<file path="src/rtl/user_ycbcr2rgb_multi_if.sv">
// Video bus for the YCbCr-to-RGB converter: YCbCr source timing/data in, RGB timing/data out,
// plus the requested and currently applied conversion mode.
interface user_ycbcr2rgb_multi_if #(
  parameter int W = 8
);
  logic [1:0]     mode;
  logic [3*W-1:0] ycbcr_din;
  logic           ycbcr_h_sync;
  logic           ycbcr_v_sync;
  logic           ycbcr_de;
  logic [3*W-1:0] rgb_dout;
  logic           rgb_h_sync;
  logic           rgb_v_sync;
  logic           rgb_de;
  logic [1:0]     mode_active;

  modport master (
    output mode, ycbcr_din, ycbcr_h_sync, ycbcr_v_sync, ycbcr_de,
    input  rgb_dout, rgb_h_sync, rgb_v_sync, rgb_de, mode_active
  );

  modport slave (
    input  mode, ycbcr_din, ycbcr_h_sync, ycbcr_v_sync, ycbcr_de,
    output rgb_dout, rgb_h_sync, rgb_v_sync, rgb_de, mode_active
  );
endinterface

</file>
<file path="src/rtl/user_ycbcr2rgb_multi.sv">
// Four-stage YCbCr-to-RGB converter (BT.601/BT.709 limited, BT.601 full, bypass), mode switched on v_sync rise.
// Define YCC2RGB_422_IN_EN to accept 4:2:2 input with alternating Cb/Cr chroma on the middle component.
module user_ycbcr2rgb_multi #(
  parameter int         BIT_PER_SYMBLE = 8,
  parameter logic [1:0] DEFAULT_MODE   = 2'd0
) (
  input logic                   clk,
  input logic                   rst_n,
  user_ycbcr2rgb_multi_if.slave bus
);
  localparam int W  = BIT_PER_SYMBLE;
  localparam int PW = W + 14;
  localparam int KW = 12;
  localparam logic signed [PW-1:0] HALF     = PW'(1 << (W - 1));
  localparam logic signed [PW-1:0] YOFF_LIM = PW'(16 << (W - 8));
  localparam logic signed [PW-1:0] ROUND    = PW'(128);
  localparam logic signed [PW-1:0] MAX_PIX  = PW'((1 << W) - 1);

  typedef enum logic [1:0] {
    MODE_601_LIM  = 2'd0,
    MODE_709_LIM  = 2'd1,
    MODE_601_FULL = 2'd2,
    MODE_BYPASS   = 2'd3
  } mode_e;

  typedef struct packed {
    logic signed [KW-1:0] ky;
    logic signed [KW-1:0] krcr;
    logic signed [KW-1:0] kgcb;
    logic signed [KW-1:0] kgcr;
    logic signed [KW-1:0] kbcb;
  } coef_t;

  // Coefficients carry 8 fraction bits; bypass reuses the 601 set since its products are discarded.
  function automatic coef_t coef_of(input mode_e m);
    coef_t c;
    case (m)
      MODE_709_LIM:  c = '{12'sd298, 12'sd459, -12'sd55,  -12'sd136, 12'sd541};
      MODE_601_FULL: c = '{12'sd256, 12'sd359, -12'sd88,  -12'sd183, 12'sd454};
      default:       c = '{12'sd298, 12'sd409, -12'sd100, -12'sd208, 12'sd516};
    endcase
    return c;
  endfunction

  function automatic logic signed [PW-1:0] yoff_of(input mode_e m);
    return (m == MODE_601_FULL) ? '0 : YOFF_LIM;
  endfunction

  function automatic logic signed [PW-1:0] sx(input logic signed [KW-1:0] k);
    return PW'(k);
  endfunction

  function automatic logic [W-1:0] sat(input logic signed [PW-1:0] v);
    logic signed [PW-1:0] s;
    s = v >>> 8;
    if (s[PW-1])         return '0;
    else if (s > MAX_PIX) return '1;
    else                  return s[W-1:0];
  endfunction

  // ---------------------------------------------------------------- input chroma
  logic [W-1:0]   y_in, cb_in, cr_in;
  logic [3*W-1:0] raw_in;

  assign y_in = bus.ycbcr_din[3*W-1:2*W];

`ifdef YCC2RGB_422_IN_EN
  localparam logic [W-1:0] HALF_U = W'(1 << (W - 1));

  logic         phase_odd, pair_seen;
  logic [W-1:0] cb_hold, cr_hold, c_in;

  assign c_in   = bus.ycbcr_din[2*W-1:W];
  assign raw_in = {bus.ycbcr_din[3*W-1:W], {W{1'b0}}};

  always_comb begin
    // NOTE: every output of a combinational block gets a default first, so no path can infer a latch.
    cb_in = c_in;
    cr_in = pair_seen ? cr_hold : HALF_U;
    if (phase_odd) begin
      cb_in = cb_hold;
      cr_in = c_in;
    end
  end

  // Phase restarts on every de-low gap so each line begins on a Cb sample with neutral Cr.
  always_ff @(posedge clk or negedge rst_n) begin
    if (!rst_n) begin
      phase_odd <= 1'b0;
      pair_seen <= 1'b0;
      cb_hold   <= '0;
      cr_hold   <= '0;
    end else if (!bus.ycbcr_de) begin
      phase_odd <= 1'b0;
      pair_seen <= 1'b0;
    end else if (!phase_odd) begin
      cb_hold   <= c_in;
      phase_odd <= 1'b1;
    end else begin
      cr_hold   <= c_in;
      phase_odd <= 1'b0;
      pair_seen <= 1'b1;
    end
  end
`else
  assign cr_in  = bus.ycbcr_din[2*W-1:W];
  assign cb_in  = bus.ycbcr_din[W-1:0];
  assign raw_in = bus.ycbcr_din;
`endif

  // ---------------------------------------------------------------- mode latch
  logic  vs_d, vs_armed, vs_rise;
  mode_e mode_act;

  // vs_armed blocks a v_sync held high through reset release from looking like a rising edge.
  assign vs_rise         = vs_armed & ~vs_d & bus.ycbcr_v_sync;
  assign bus.mode_active = mode_act;

  always_ff @(posedge clk or negedge rst_n) begin
    if (!rst_n) begin
      vs_d     <= 1'b0;
      vs_armed <= 1'b0;
      mode_act <= mode_e'(DEFAULT_MODE);
    end else begin
      // NOTE: clocked state uses non-blocking assignments so every register samples pre-edge values.
      vs_d     <= bus.ycbcr_v_sync;
      vs_armed <= 1'b1;
      if (vs_rise) mode_act <= mode_e'(bus.mode);
    end
  end

  // ---------------------------------------------------------------- pipeline
  logic signed [PW-1:0] dy_c, dcb_c, dcr_c;
  coef_t                k1;

  assign dy_c  = $signed(PW'(y_in)) - yoff_of(mode_act);
  assign dcb_c = $signed(PW'(cb_in)) - HALF;
  assign dcr_c = $signed(PW'(cr_in)) - HALF;

  mode_e                s1_mode, s2_mode, s3_mode;
  logic [2:0]           s1_tim, s2_tim, s3_tim;
  logic [3*W-1:0]       s1_raw, s2_raw, s3_raw;
  logic signed [PW-1:0] s1_dy, s1_dcb, s1_dcr;
  logic signed [PW-1:0] s2_py, s2_prc, s2_pgb, s2_pgr, s2_pbb;
  logic signed [PW-1:0] s3_r, s3_g, s3_b;

  assign k1 = coef_of(s1_mode);

  // Each pixel carries the mode it entered with, so a switch never alters pixels already in flight.
  always_ff @(posedge clk or negedge rst_n) begin
    if (!rst_n) begin
      s1_mode <= MODE_601_LIM;  s2_mode <= MODE_601_LIM;  s3_mode <= MODE_601_LIM;
      s1_tim  <= '0;  s2_tim <= '0;  s3_tim <= '0;
      s1_raw  <= '0;  s2_raw <= '0;  s3_raw <= '0;
      s1_dy   <= '0;  s1_dcb <= '0;  s1_dcr <= '0;
      s2_py   <= '0;  s2_prc <= '0;  s2_pgb <= '0;  s2_pgr <= '0;  s2_pbb <= '0;
      s3_r    <= '0;  s3_g   <= '0;  s3_b   <= '0;
      bus.rgb_dout   <= '0;
      bus.rgb_h_sync <= 1'b0;
      bus.rgb_v_sync <= 1'b0;
      bus.rgb_de     <= 1'b0;
    end else begin
      s1_mode <= mode_act;
      s1_tim  <= {bus.ycbcr_h_sync, bus.ycbcr_v_sync, bus.ycbcr_de};
      s1_raw  <= raw_in;
      s1_dy   <= dy_c;
      s1_dcb  <= dcb_c;
      s1_dcr  <= dcr_c;

      s2_mode <= s1_mode;
      s2_tim  <= s1_tim;
      s2_raw  <= s1_raw;
      s2_py   <= s1_dy  * sx(k1.ky);
      s2_prc  <= s1_dcr * sx(k1.krcr);
      s2_pgb  <= s1_dcb * sx(k1.kgcb);
      s2_pgr  <= s1_dcr * sx(k1.kgcr);
      s2_pbb  <= s1_dcb * sx(k1.kbcb);

      s3_mode <= s2_mode;
      s3_tim  <= s2_tim;
      s3_raw  <= s2_raw;
      s3_r    <= s2_py + s2_prc + ROUND;
      s3_g    <= s2_py + s2_pgb + s2_pgr + ROUND;
      s3_b    <= s2_py + s2_pbb + ROUND;

      if (s3_mode == MODE_BYPASS) bus.rgb_dout <= s3_raw;
      else                        bus.rgb_dout <= {sat(s3_r), sat(s3_g), sat(s3_b)};
      {bus.rgb_h_sync, bus.rgb_v_sync, bus.rgb_de} <= s3_tim;
    end
  end

endmodule

</file>
<file path="src/flat_wrapper.sv">
// flat-port wrapper written by rule: the top's interface ports become plain ports
module user_ycbcr2rgb_multi_flat 
#(
  parameter int         BIT_PER_SYMBLE = 8,
  parameter logic [1:0] DEFAULT_MODE   = 2'd0
)
  (clk, rst_n, bus_mode, bus_ycbcr_din, bus_ycbcr_h_sync, bus_ycbcr_v_sync, bus_ycbcr_de, bus_rgb_dout, bus_rgb_h_sync, bus_rgb_v_sync, bus_rgb_de, bus_mode_active);
  user_ycbcr2rgb_multi_if #(.W(8)) bus_i ();
  input logic clk;
  input logic rst_n;
  input wire logic [$bits(bus_i.mode)-1:0] bus_mode;
  input wire logic [$bits(bus_i.ycbcr_din)-1:0] bus_ycbcr_din;
  input wire logic [$bits(bus_i.ycbcr_h_sync)-1:0] bus_ycbcr_h_sync;
  input wire logic [$bits(bus_i.ycbcr_v_sync)-1:0] bus_ycbcr_v_sync;
  input wire logic [$bits(bus_i.ycbcr_de)-1:0] bus_ycbcr_de;
  output wire logic [$bits(bus_i.rgb_dout)-1:0] bus_rgb_dout;
  output wire logic [$bits(bus_i.rgb_h_sync)-1:0] bus_rgb_h_sync;
  output wire logic [$bits(bus_i.rgb_v_sync)-1:0] bus_rgb_v_sync;
  output wire logic [$bits(bus_i.rgb_de)-1:0] bus_rgb_de;
  output wire logic [$bits(bus_i.mode_active)-1:0] bus_mode_active;
  assign bus_i.mode = bus_mode;
  assign bus_i.ycbcr_din = bus_ycbcr_din;
  assign bus_i.ycbcr_h_sync = bus_ycbcr_h_sync;
  assign bus_i.ycbcr_v_sync = bus_ycbcr_v_sync;
  assign bus_i.ycbcr_de = bus_ycbcr_de;
  assign bus_rgb_dout = bus_i.rgb_dout;
  assign bus_rgb_h_sync = bus_i.rgb_h_sync;
  assign bus_rgb_v_sync = bus_i.rgb_v_sync;
  assign bus_rgb_de = bus_i.rgb_de;
  assign bus_mode_active = bus_i.mode_active;
  user_ycbcr2rgb_multi #(.BIT_PER_SYMBLE(BIT_PER_SYMBLE), .DEFAULT_MODE(DEFAULT_MODE)) u_core (.clk(clk), .rst_n(rst_n), .bus(bus_i));
endmodule
</file>
<file path="config.mk">
export PLATFORM = sky130hd
export DESIGN_NAME = user_ycbcr2rgb_multi_flat
export DESIGN_NICKNAME = d
export VERILOG_FILES = /design/src/rtl/user_ycbcr2rgb_multi_if.sv /design/src/rtl/user_ycbcr2rgb_multi.sv /design/src/flat_wrapper.sv
export SDC_FILE = /design/constraint.sdc
export NUM_CORES = 1
export LEC_CHECK = 0
export BUFFER_PORTS_ARGS = -buffer_cell sky130_fd_sc_hd__buf_2
export CORE_MARGIN = 1.5
export CORE_UTILIZATION = 45
export DETAILED_ROUTE_END_ITERATION = 6
export SETUP_SLACK_MARGIN = 0.02
export SLEW_MARGIN = 40
export SYNTH_ARGS = -nofsm -noshare
export SYNTH_HDL_FRONTEND = slang
export SYNTH_SLANG_ARGS = --single-unit
</file>
<file path="constraint.sdc">
create_clock -name clk -period 6.4 [get_ports clk]
set_input_delay 1.28 -clock clk [delete_from_list [all_inputs] [get_ports clk]]
set_output_delay 1.28 -clock clk [all_outputs]
set_load 0.05 [all_outputs]
</file>
==> metrics.yaml <==
logic_synthesis:
  ys_ff_latch: 275
  yosys.area.top_type_share_pct: 27.14
  yosys.area.top_type: "dfrtp_1"
  synthTopCellsByArea: "dfrtp_1 (27%), fa_1 (24%), ha_1 (21%)"
  avgSynthCellArea_um2: 10.79
  syn_nets: 3113
  synth_edf_count: 0
  syn_inst: 2350
  synthFlopType: "dfrtp_1"
  synthArstFlopShare_pct: 100.0
  yosysSeqAreaShare_pct: 27.14
  yosysWarningCount: 0
  syn_area_um2: 25360
  yosysUniqueCellTypes: 62
setup_path:
  crit_top_cell: "inv_1"
  rr_endpoint: "u_core.s2_pbb[19]$_DFF_PN0_"
  path_buf_inv: 7
  reg2regPathDepth: 22
  cp_data_required_time_ns: 6.87
  arrival_ns: 6.43
  slowest_delay_ns: 0.55
  critical_path_class: "flip-flop to flip-flop"
  crit_chain: "inv_1 -> ha_1 -> nand2_1 -> inv_1 -> buf_4 -> ha_1 -> nand2b_1 -> inv_1 -> fa_1 -> inv_1 -> fa_1 -> inv_1 -> fa_1 -> inv_1 -> ha_1 -> o21a_1 -> o21ai_0 -> or2_2 -> o21ai_0 -> a31oi_1 -> o21ai_0 -> xnor2_1"
  r2r_slack_ns: 0.44
  r2r-start: "u_core.s1_mode[1]$_DFF_PN0_"
  cp-start-kind: "flip-flop"
  cp-end-kind: "flip-flop"
  crit_fanout: 14
  cp_slowest_cell: "fa_1"
  critPathTopFamily: "adder cells"
clock_tree:
  insertion_delay_ns: 0.57
  cts.sink_count: 275
  cts_tree: "yes"
  path_clk_slew_ns: 0.07
  cts_root_buffer: "clkbuf_16"
  cts_htree_levels: 2
  cts_max_path_buffers: 3
  cts_setup_buffers: 0
  cts_inserted_buffers: 34
  hold_buffers: 0
detailed_routing:
  detail_route.first_pass.iterations: 5
  drt-total-wl_mm: 54.04
  wl_per_cell_um: 16.79
  vias: 16100
  ant_nets: 0
  viasPerCell: 5.000
  drt_iter0_drc: 758
  drc: 0
place:
  place_area_um2: 26700
  io_buffers: 59
  hpwl_mm: 44.00
  routabilityCongestion: 0.8639
sta:
  setup-violations-final: 0
  drv_slew: 0
  rsz0062_at_grt: "false"
  slew_headroom_pct: 49.16
  max_slew.worst_pin.slew_ns: 0.7627
  timing.final.crit_period_ns: 5.957
  tns_ns: 0
  period_share_pct: 93.08
  fmax_mhz: 167.9
  fin_worst_skew_ns: 0.03217
  holdWs_ns: 0.3348
  hold_viol_final: 0
die:
  die_y_um: 240.4
  io_pins: 60
  rows: 86
  die_x_um: 240.4
  die-area_um2: 57780
  fp.coreArea_um2: 55420
  start_util_pct: 45.76
status:
  run_status: "finished, final reports clean"
global_routing:
  grt_pass1_wl_mm: 89.59
  grt_max_degree: 74
  grt_pass1_vias: 17010
  overflow: 0
  gr-usage-all-layers_pct: 20.13
  antenna_found_initial: 1
finish:
  syn_to_final_growth_pct: 10.10
  final_layout_size_suffix_gt1_share_pct: 6.475
  fin_area_um2: 27920
  post-route-util_pct: 50.38
  fill_cells: 5011
  num_antenna_cells: 0
  nets: 3208
min_path:
  min_to: "u_core.s3_raw[10]$_DFF_PN0_"
  hold_depth: 0
  hold_path_class: "flip-flop to flip-flop"
  min_from: "u_core.s2_raw[10]$_DFF_PN0_"
run:
  cap_violations: 0
==> Yosys cell counts, drive strengths merged (21+ instances only) <==
cell type	count
a21o	42
a21oi	93
and2	35
dfrtp	275
fa	303
ha	429
inv	514
nand2	86
nand2b	28
nand3	21
nor2	94
nor2b	25
nor3	23
o21a	24
o21ai	41
o31ai	27
xnor2	100
xor2	40
==> state kept, by name (all words and copies together), names as in the netlist, 22 cells and up <==
| register | cells |
|---|---|
| u_core.s2_pgr | 22 |
| u_core.s3_raw | 24 |
| u_core.s2_pgb | 22 |
| u_core.s1_raw | 24 |
| u_core.bus.rgb_dout | 24 |
| u_core.s2_raw | 24 |
==> layer usage <==
metal / GRT usage, % / part of all wire, %
met5: 0 / 0
met1: 27.15 / 45
met2: 33.14 / 47
met3: 3.479 / 4.6
met4: 6.061 / 2.9
==> area by class of cell <==
| cell class | instances | area [um^2] | area share [%] |
|---|---|---|---|
| multi-input cells | 1536 | 16460 | 58.95 |
| flip-flops and latches | 275 | 6882 | 24.65 |
| inverters | 515 | 1933 | 6.924 |
| clock buffers | 45 | 983.4 | 3.522 |
| well taps | 748 | 935.9 | 3.352 |
| repair buffers | 83 | 521.8 | 1.869 |
| clock inverters | 17 | 206.4 | 0.7394 |
==> layout by cell type, fill, tap and decap left out, drive strengths merged, types with 10 or more instances in the layout <==
cell / count
nor3: 23
nor2b: 25
and2: 35
o21ai: 41
a21oi: 93
xnor2: 100
nand2b: 28
and3: 10
ha: 429
clkbuf: 45
o21a: 24
a31oi: 10
a21o: 42
xor2: 40
dfrtp: 275
nor2: 94
fa: 303
buf: 83
nand3: 21
inv: 519
o31ai: 27
nand2: 86
o21bai: 14
==> per-stage QoR <==
stage | setup WS (ns) | instances
2_1_floorplan | 0.6031 | 2350
3_3_place_gp | 0.5143 | 3155
3_5_place_dp | 0.4281 | 3156
4_1_cts | 0.3738 | 3218
5_1_grt | 0.06292 | 3219
6_report | 0.4426 | 3219
==> worst max path at each step <==
stage / startpoint / to / slack, ns / cells past startpoint
global route: u_core.s1_mode[1]$_DFF_PN0_ / u_core.s2_pbb[21]$_DFF_PN0_ / 0.06 / 22
detailed placement: u_core.s1_mode[0]$_DFF_PN0_ / u_core.s2_prc[20]$_DFF_PN0_ / 0.43 / 19
floorplan: u_core.s1_mode[0]$_DFF_PN0_ / u_core.s2_prc[20]$_DFF_PN0_ / 0.60 / 23
global placement: u_core.s1_mode[0]$_DFF_PN0_ / u_core.s2_prc[20]$_DFF_PN0_ / 0.51 / 19
finish: u_core.s1_mode[1]$_DFF_PN0_ / u_core.s2_pbb[19]$_DFF_PN0_ / 0.44 / 22
CTS: u_core.s1_mode[0]$_DFF_PN0_ / u_core.s2_pgb[18]$_DFF_PN0_ / 0.37 / 21
==> timing repair <==
action,in CTS,in global routing
endpoints found under the hold margin,0,0
gates resized for setup,0,1
setup endpoints to repair,0,3
==> logic make-up after synthesis <==
group           share of synthesized area, %
fa+ha+maj                              45.09
buf+inv                                7.978
simple gates                           6.858
compound gates                         7.998
flops                                  27.14
xor+xnor                               4.835
mux                                  0.08881
other cells                          0.01479
Power is not shown: default switching activity piles up to over one toggle a cycle in this logic, so the estimate is an artifact.
